==> src/rtl/wasm_perf_pkg.sv <==
// rtl/wasm_perf_pkg.sv - state and status encodings shared by the WASM run monitor
package wasm_perf_pkg;

  typedef enum logic [1:0] {
    IDLE = 2'd0,
    RUN  = 2'd1,
    DONE = 2'd2
  } state_e;

  typedef enum logic [1:0] {
    ST_NONE    = 2'b00,
    ST_FINISH  = 2'b01,
    ST_ERROR   = 2'b10,
    ST_TIMEOUT = 2'b11
  } status_e;

endpackage

==> src/rtl/wasm_sat_counter.sv <==
// rtl/wasm_sat_counter.sv - saturating up-counter with synchronous clear
module wasm_sat_counter #(
  parameter int W = 32
) (
  input  logic         clk,
  input  logic         rst_n,
  input  logic         clr,
  input  logic         inc,
  output logic [W-1:0] q
);

  logic [W-1:0] cnt_q;
  logic [W-1:0] cnt_d;

  // Clear wins over increment; the count sticks at all-ones instead of wrapping.
  always_comb begin
    cnt_d = cnt_q;
    if (clr) begin
      cnt_d = '0;
    end else if (inc && (cnt_q != {W{1'b1}})) begin
      cnt_d = cnt_q + 1'b1;
    end
  end

  always_ff @(posedge clk or negedge rst_n) begin
    if (!rst_n) begin
      cnt_q <= '0;
    end else begin
      cnt_q <= cnt_d;
    end
  end

  assign q = cnt_q;

endmodule

==> src/rtl/wasm_perf_monitor.sv <==
// rtl/wasm_perf_monitor.sv - run-length, event-count and watchdog monitor for the WASM core
module wasm_perf_monitor
  import wasm_perf_pkg::*;
#(
  parameter int CNT_W = 32,
  parameter int N_EVT = 4
) (
  input  logic                   clk,
  input  logic                   rst_n,
  input  logic                   i_start,
  input  logic                   i_finish,
  input  logic                   i_error,
  input  logic [N_EVT-1:0]       i_evt,
  input  logic [CNT_W-1:0]       i_timeout_limit,
  output logic                   o_busy,
  output logic                   o_done,
  output logic [1:0]             o_status,
  output logic [CNT_W-1:0]       o_cycles,
  output logic [N_EVT*CNT_W-1:0] o_evt_cnt,
  output logic                   o_timeout
);

  state_e           state_q, state_d;
  status_e          status_q, status_d;
  logic [CNT_W-1:0] limit_q, limit_d;
  logic             busy_q, busy_d;
  logic             done_q, done_d;
  logic             timeout_q, timeout_d;

  logic             cnt_clr;
  logic             cyc_inc;
  logic [N_EVT-1:0] evt_inc;
  logic [CNT_W-1:0] cycles;

  // Termination priority in RUN: error, then finish, then watchdog.
  always_comb begin
    state_d   = state_q;
    status_d  = status_q;
    limit_d   = limit_q;
    done_d    = 1'b0;
    timeout_d = 1'b0;
    cnt_clr   = 1'b0;
    cyc_inc   = 1'b0;
    evt_inc   = '0;
    case (state_q)
      IDLE, DONE: begin
        if (i_start) begin
          state_d  = RUN;
          status_d = ST_NONE;
          limit_d  = i_timeout_limit;
          cnt_clr  = 1'b1;
        end
      end
      RUN: begin
        evt_inc = i_evt;
        if (i_error) begin
          state_d  = DONE;
          status_d = ST_ERROR;
          done_d   = 1'b1;
        end else if (i_finish) begin
          state_d  = DONE;
          status_d = ST_FINISH;
          done_d   = 1'b1;
        end else if ((limit_q != '0) && (cycles == limit_q)) begin
          state_d   = DONE;
          status_d  = ST_TIMEOUT;
          done_d    = 1'b1;
          timeout_d = 1'b1;
        end else begin
          cyc_inc = 1'b1;
        end
      end
      default: state_d = IDLE;
    endcase
    busy_d = (state_d == RUN);
  end

  always_ff @(posedge clk or negedge rst_n) begin
    if (!rst_n) begin
      state_q   <= IDLE;
      status_q  <= ST_NONE;
      limit_q   <= '0;
      busy_q    <= 1'b0;
      done_q    <= 1'b0;
      timeout_q <= 1'b0;
    end else begin
      state_q   <= state_d;
      status_q  <= status_d;
      limit_q   <= limit_d;
      busy_q    <= busy_d;
      done_q    <= done_d;
      timeout_q <= timeout_d;
    end
  end

  wasm_sat_counter #(.W(CNT_W)) u_cyc_cnt (
    .clk   (clk),
    .rst_n (rst_n),
    .clr   (cnt_clr),
    .inc   (cyc_inc),
    .q     (cycles)
  );

  for (genvar k = 0; k < N_EVT; k++) begin : g_evt
    wasm_sat_counter #(.W(CNT_W)) u_evt_cnt (
      .clk   (clk),
      .rst_n (rst_n),
      .clr   (cnt_clr),
      .inc   (evt_inc[k]),
      .q     (o_evt_cnt[k*CNT_W +: CNT_W])
    );
  end

  assign o_busy    = busy_q;
  assign o_done    = done_q;
  assign o_timeout = timeout_q;
  assign o_status  = status_q;
  assign o_cycles  = cycles;

endmodule
==> config.mk <==
export PLATFORM = sky130hd
export DESIGN_NAME = wasm_perf_monitor
export DESIGN_NICKNAME = d
export VERILOG_FILES = /design/src/rtl/wasm_perf_pkg.sv /design/src/rtl/wasm_sat_counter.sv /design/src/rtl/wasm_perf_monitor.sv
export SDC_FILE = /design/constraint.sdc
export NUM_CORES = 1
export LEC_CHECK = 0
export CORE_MARGIN = 5
export CORE_UTILIZATION = 57
export DETAILED_ROUTE_END_ITERATION = 16
export PLACE_DENSITY = 0.95
export SYNTH_ARGS = -nofsm -noshare
export SYNTH_HDL_FRONTEND = slang
export SYNTH_SLANG_ARGS = --single-unit
==> constraint.sdc <==
create_clock -name clk -period 3.6 [get_ports clk]
set_input_delay 0.9 -clock clk [delete_from_list [all_inputs] [get_ports clk]]
set_output_delay 0.9 -clock clk [all_outputs]
set_load 0.1 [all_outputs]
==> impl_metrics.py <==
metrics = {
    "cts": {
        "cts.clk_slew.worst_paths_ns": 0.07,
        "cts_resized": 0,
        "cts.sinks": 199,
        "numCtsBuffers": 17,
        "clockBufferDepth": 2,
        "clockRootBuffer": "clkbuf_16",
        "htreeDepth": 4,
        "post_cts_buffers": 0,
        "clock_latency_ns": 0.43,
        "tritoncts": "yes",
        "postCtsHoldBufs": 0,
    },
    "run_status": {
        "status": "complete, no violations",
    },
    "route": {
        "drc_errors": 0,
        "drt-pass1-iter-count": 6,
        "dr.first_iter.drc_count": 789,
        "totalWireLength_um": 29600,
        "ant_nets": 0,
        "viasPerCell": 6.34,
        "route.vias.total": 10100,
        "wl_per_cell_um": 18.6,
    },
    "die": {
        "die_w_um": 146,
        "start_util": 0.583,
        "num_rows": 49,
        "coreArea_mm2": 0.0181,
        "die_h_um": 146,
        "io_pins": 206,
        "die_area_mm2": 0.0214,
    },
    "logic_synthesis": {
        "synth_nets": 1212,
        "ys_async_sr_fraction": 1.00,
        "synth_area_mm2": 0.0106,
        "synth.area.top_cells": "dfrtp_1 (47%), xor2_1 (6.0%), nand2_1 (5.9%), nand4_1 (4.8%), nor2_1 (3.5%)",
        "synthAdderAreaFrac": 0.00591,
        "synth_top_cell_by_area": "dfrtp_1",
        "ys.flop_type": "dfrtp_1",
        "synth_cell_types": 53,
        "ys_ff_latch": 199,
        "synth_simple_gate_area_share": 0.313,
        "synth-xor-area-share": 0.0911,
        "synth_mux_area_frac": 0.0123,
        "postSynthAreaPerCell_um2": 9.07,
        "ys_seq_area_frac": 0.471,
        "synth_warnings": 0,
        "synth_edf_count": 0,
        "syn_inst": 1166,
        "synth_compound_area_frac": 0.0775,
        "synth_top_area_share": 0.471,
        "synth_top_family_by_area": "simple AND/OR/NAND/NOR gates",
    },
    "setup_path": {
        "cp_slowest_stage_delay_ns": 1.05,
        "cp.required_ns": 3.95,
        "crit_type": "flip-flop to flip-flop",
        "cp.arrival_ns": 3.41,
        "crit_fanout": 38,
        "cp_slowest_cell": "o31ai_4",
        "end_kind": "flip-flop",
        "path_cells": "xor2_1, nor4_1, nand4_1, o31ai_4, buf_4, o21ai_0, a21oi_1",
        "startpoint_type": "flip-flop",
    },
    "global_route": {
        "grt_pass1_vias": 9714,
        "grt_usage": 0.273,
        "antenna_found_initial": 1,
        "grt_pass1_wl_um": 49000,
        "grt_overflow": 0,
        "grt_max_degree": 78,
    },
    "place": {
        "dp_hpwl_um": 20800,
        "portBuffers": 205,
        "place_area_mm2": 0.0124,
        "place_congestion": 0.963,
    },
    "final_layout": {
        "final_area_mm2": 0.0130,
        "syn2layout_area_growth_pct": 23.0,
        "multi_input_area_mm2": 0.00530,
        "drive_gt1_frac": 0.169,
        "fillers": 1302,
        "final_nets": 1396,
        "postLayoutCoreUtil": 0.717,
        "register_area_mm2": 0.00498,
    },
    "sta": {
        "timing.final.crit_share": 0.850,
        "setup_viol": 0,
        "worstMarginPinSlew_ns": 1.21,
        "relSlewSlack": 0.193,
        "fin_crit_ns": 3.06,
        "finalSetupTns_ns": 0,
        "skew_ns": 0.0122,
        "drv_slew": 0,
        "holdWs_ns": 0.477,
        "max_freq_mhz": 327,
        "timing_hold_violations_final": 0,
        "rsz0062_at_grt": "false",
    },
    "pwr": {
        "powerDensity_mw_per_mm2": 387,
        "peakVddDrop_mv": 0.342,
        "p_leak_nw": 5.89,
    },
    "run": {
        "cap_violations": 0,
    },
    "worst_hold_path": {
        "holdCritPathClass": "input port to asynchronous set/reset pin",
    },
}
[worst max-delay path, delay by kind of cell (launching register included)]
kind / cells / cell delay (ns)
compound gates: 3 / 1.34
buf+inv: 1 / 0.37
xor+xnor: 1 / 0.18
flops: 1 / 0.47
simple gates: 2 / 0.59
[power by group]
part / switching (mW) / internal, mW
sequential: 0.120 / 2.33
clock: 0.877 / 0.999
combinational: 0.506 / 0.205
total: 1.50 / 3.53
[sequential cells by signal, indices dropped and copies added (netlist names)]
name,flops
limit_q,32
o_status,2
state_q,2
o_busy,1
o_done,1
g_evt.u_evt_cnt.q,128
u_cyc_cnt.q,32
o_timeout,1
[area by class of cell]
| type | count | share of cell area |
|---|---|---|
| clock buffer | 19 | 0.0348 |
| tap | 229 | 0.0220 |
| inverter | 14 | 0.00404 |
| timing repair buffer | 224 | 0.140 |
| multi-input combinational | 894 | 0.407 |
| clock inverter | 13 | 0.00933 |
| sequential | 199 | 0.383 |
| antenna | 1 | 0.000192 |
[layer usage]
layer,global-route usage,vias up,part of all wire
li1,-,4582,-
met3,0.0449,82,0.077
met2,0.442,538,0.49
met4,0.111,0,0.032
met5,0,-,0
met1,0.370,4901,0.40
[cells in the final DEF, fill, tap and decap left out, types with 4 or more instances in the layout]
master           Yosys  routed
dfrtp_1            199     199
or3_1               40      40
nand2_1            166     166
nand4_1             81      81
buf_4                4     180
nand3_1             66      66
o21ai_0             40      40
ha_1                 5       5
o31ai_1             21      21
nor3_1              34      34
a21oi_1             57      57
nor4_1              25      25
clkinvlp_4           0       4
and4_1              21      21
nor2_1              98      98
xnor2_1             38      38
xor2_1              72      72
mux2i_1             13      13
and2_1              10      10
inv_1               14      14
or4_1               21      21
clkbuf_16            0      17
and3_1              34      34
clkdlybuf4s50_1      0      41
o211ai_1             7       7
[cells in the mapped netlist (3+ instances only)]
cell and number:
dfrtp_1 199, nand2_1 166, nor2_1 98, nand4_1 81
xor2_1 72, nand3_1 66, a21oi_1 57, clkbuf_1 40
o21ai_0 40, or3_1 40, xnor2_1 38, and3_1 34
nor3_1 34, nor4_1 25, and4_1 21, o31ai_1 21
or4_1 21, buf_2 14, inv_1 14, mux2i_1 13
and2_1 10, o211ai_1 7, ha_1 5, buf_4 4
nand2b_1 4, nand4_2 3, nor4_2 3, o21a_1 3
[metrics by stage]
step	setup slack [ns]	total power [mW]	std cells
2_1_floorplan	0.734	2.92	1166
5_1_grt	0.328	5.22	1593
4_1_cts	0.595	5.06	1592
3_3_place_gp	0.583	3.17	1560
3_5_place_dp	0.572	3.19	1560
6_report	0.541	5.04	1593
[cell families after synthesis]
kind of cell,Yosys count
buffers and inverters,73
adder cells (fa/ha/maj),5
AND/OR/NAND/NOR,626
XOR/XNOR,110
multiplexers,13
flip-flops,199
AO/OA/AOI/OAI,140
[worst paths after layout]
check                                 from                       end  slack, ns  cells past startpoint
max                        u_cyc_cnt.q[12]           u_cyc_cnt.q[30]       0.54                      7
min                                  rst_n  g_evt[1].u_evt_cnt.q[17]       0.48                      1
max reg2reg                u_cyc_cnt.q[12]           u_cyc_cnt.q[30]       0.54                      7
min reg2reg                     limit_q[8]                limit_q[8]       0.53                      2
max in group asynchronous            rst_n           u_cyc_cnt.q[29]       2.28                      2
min in group clk                limit_q[8]                limit_q[8]       0.53                      2
No activity file was read; power rests on OpenSTA's default activity.
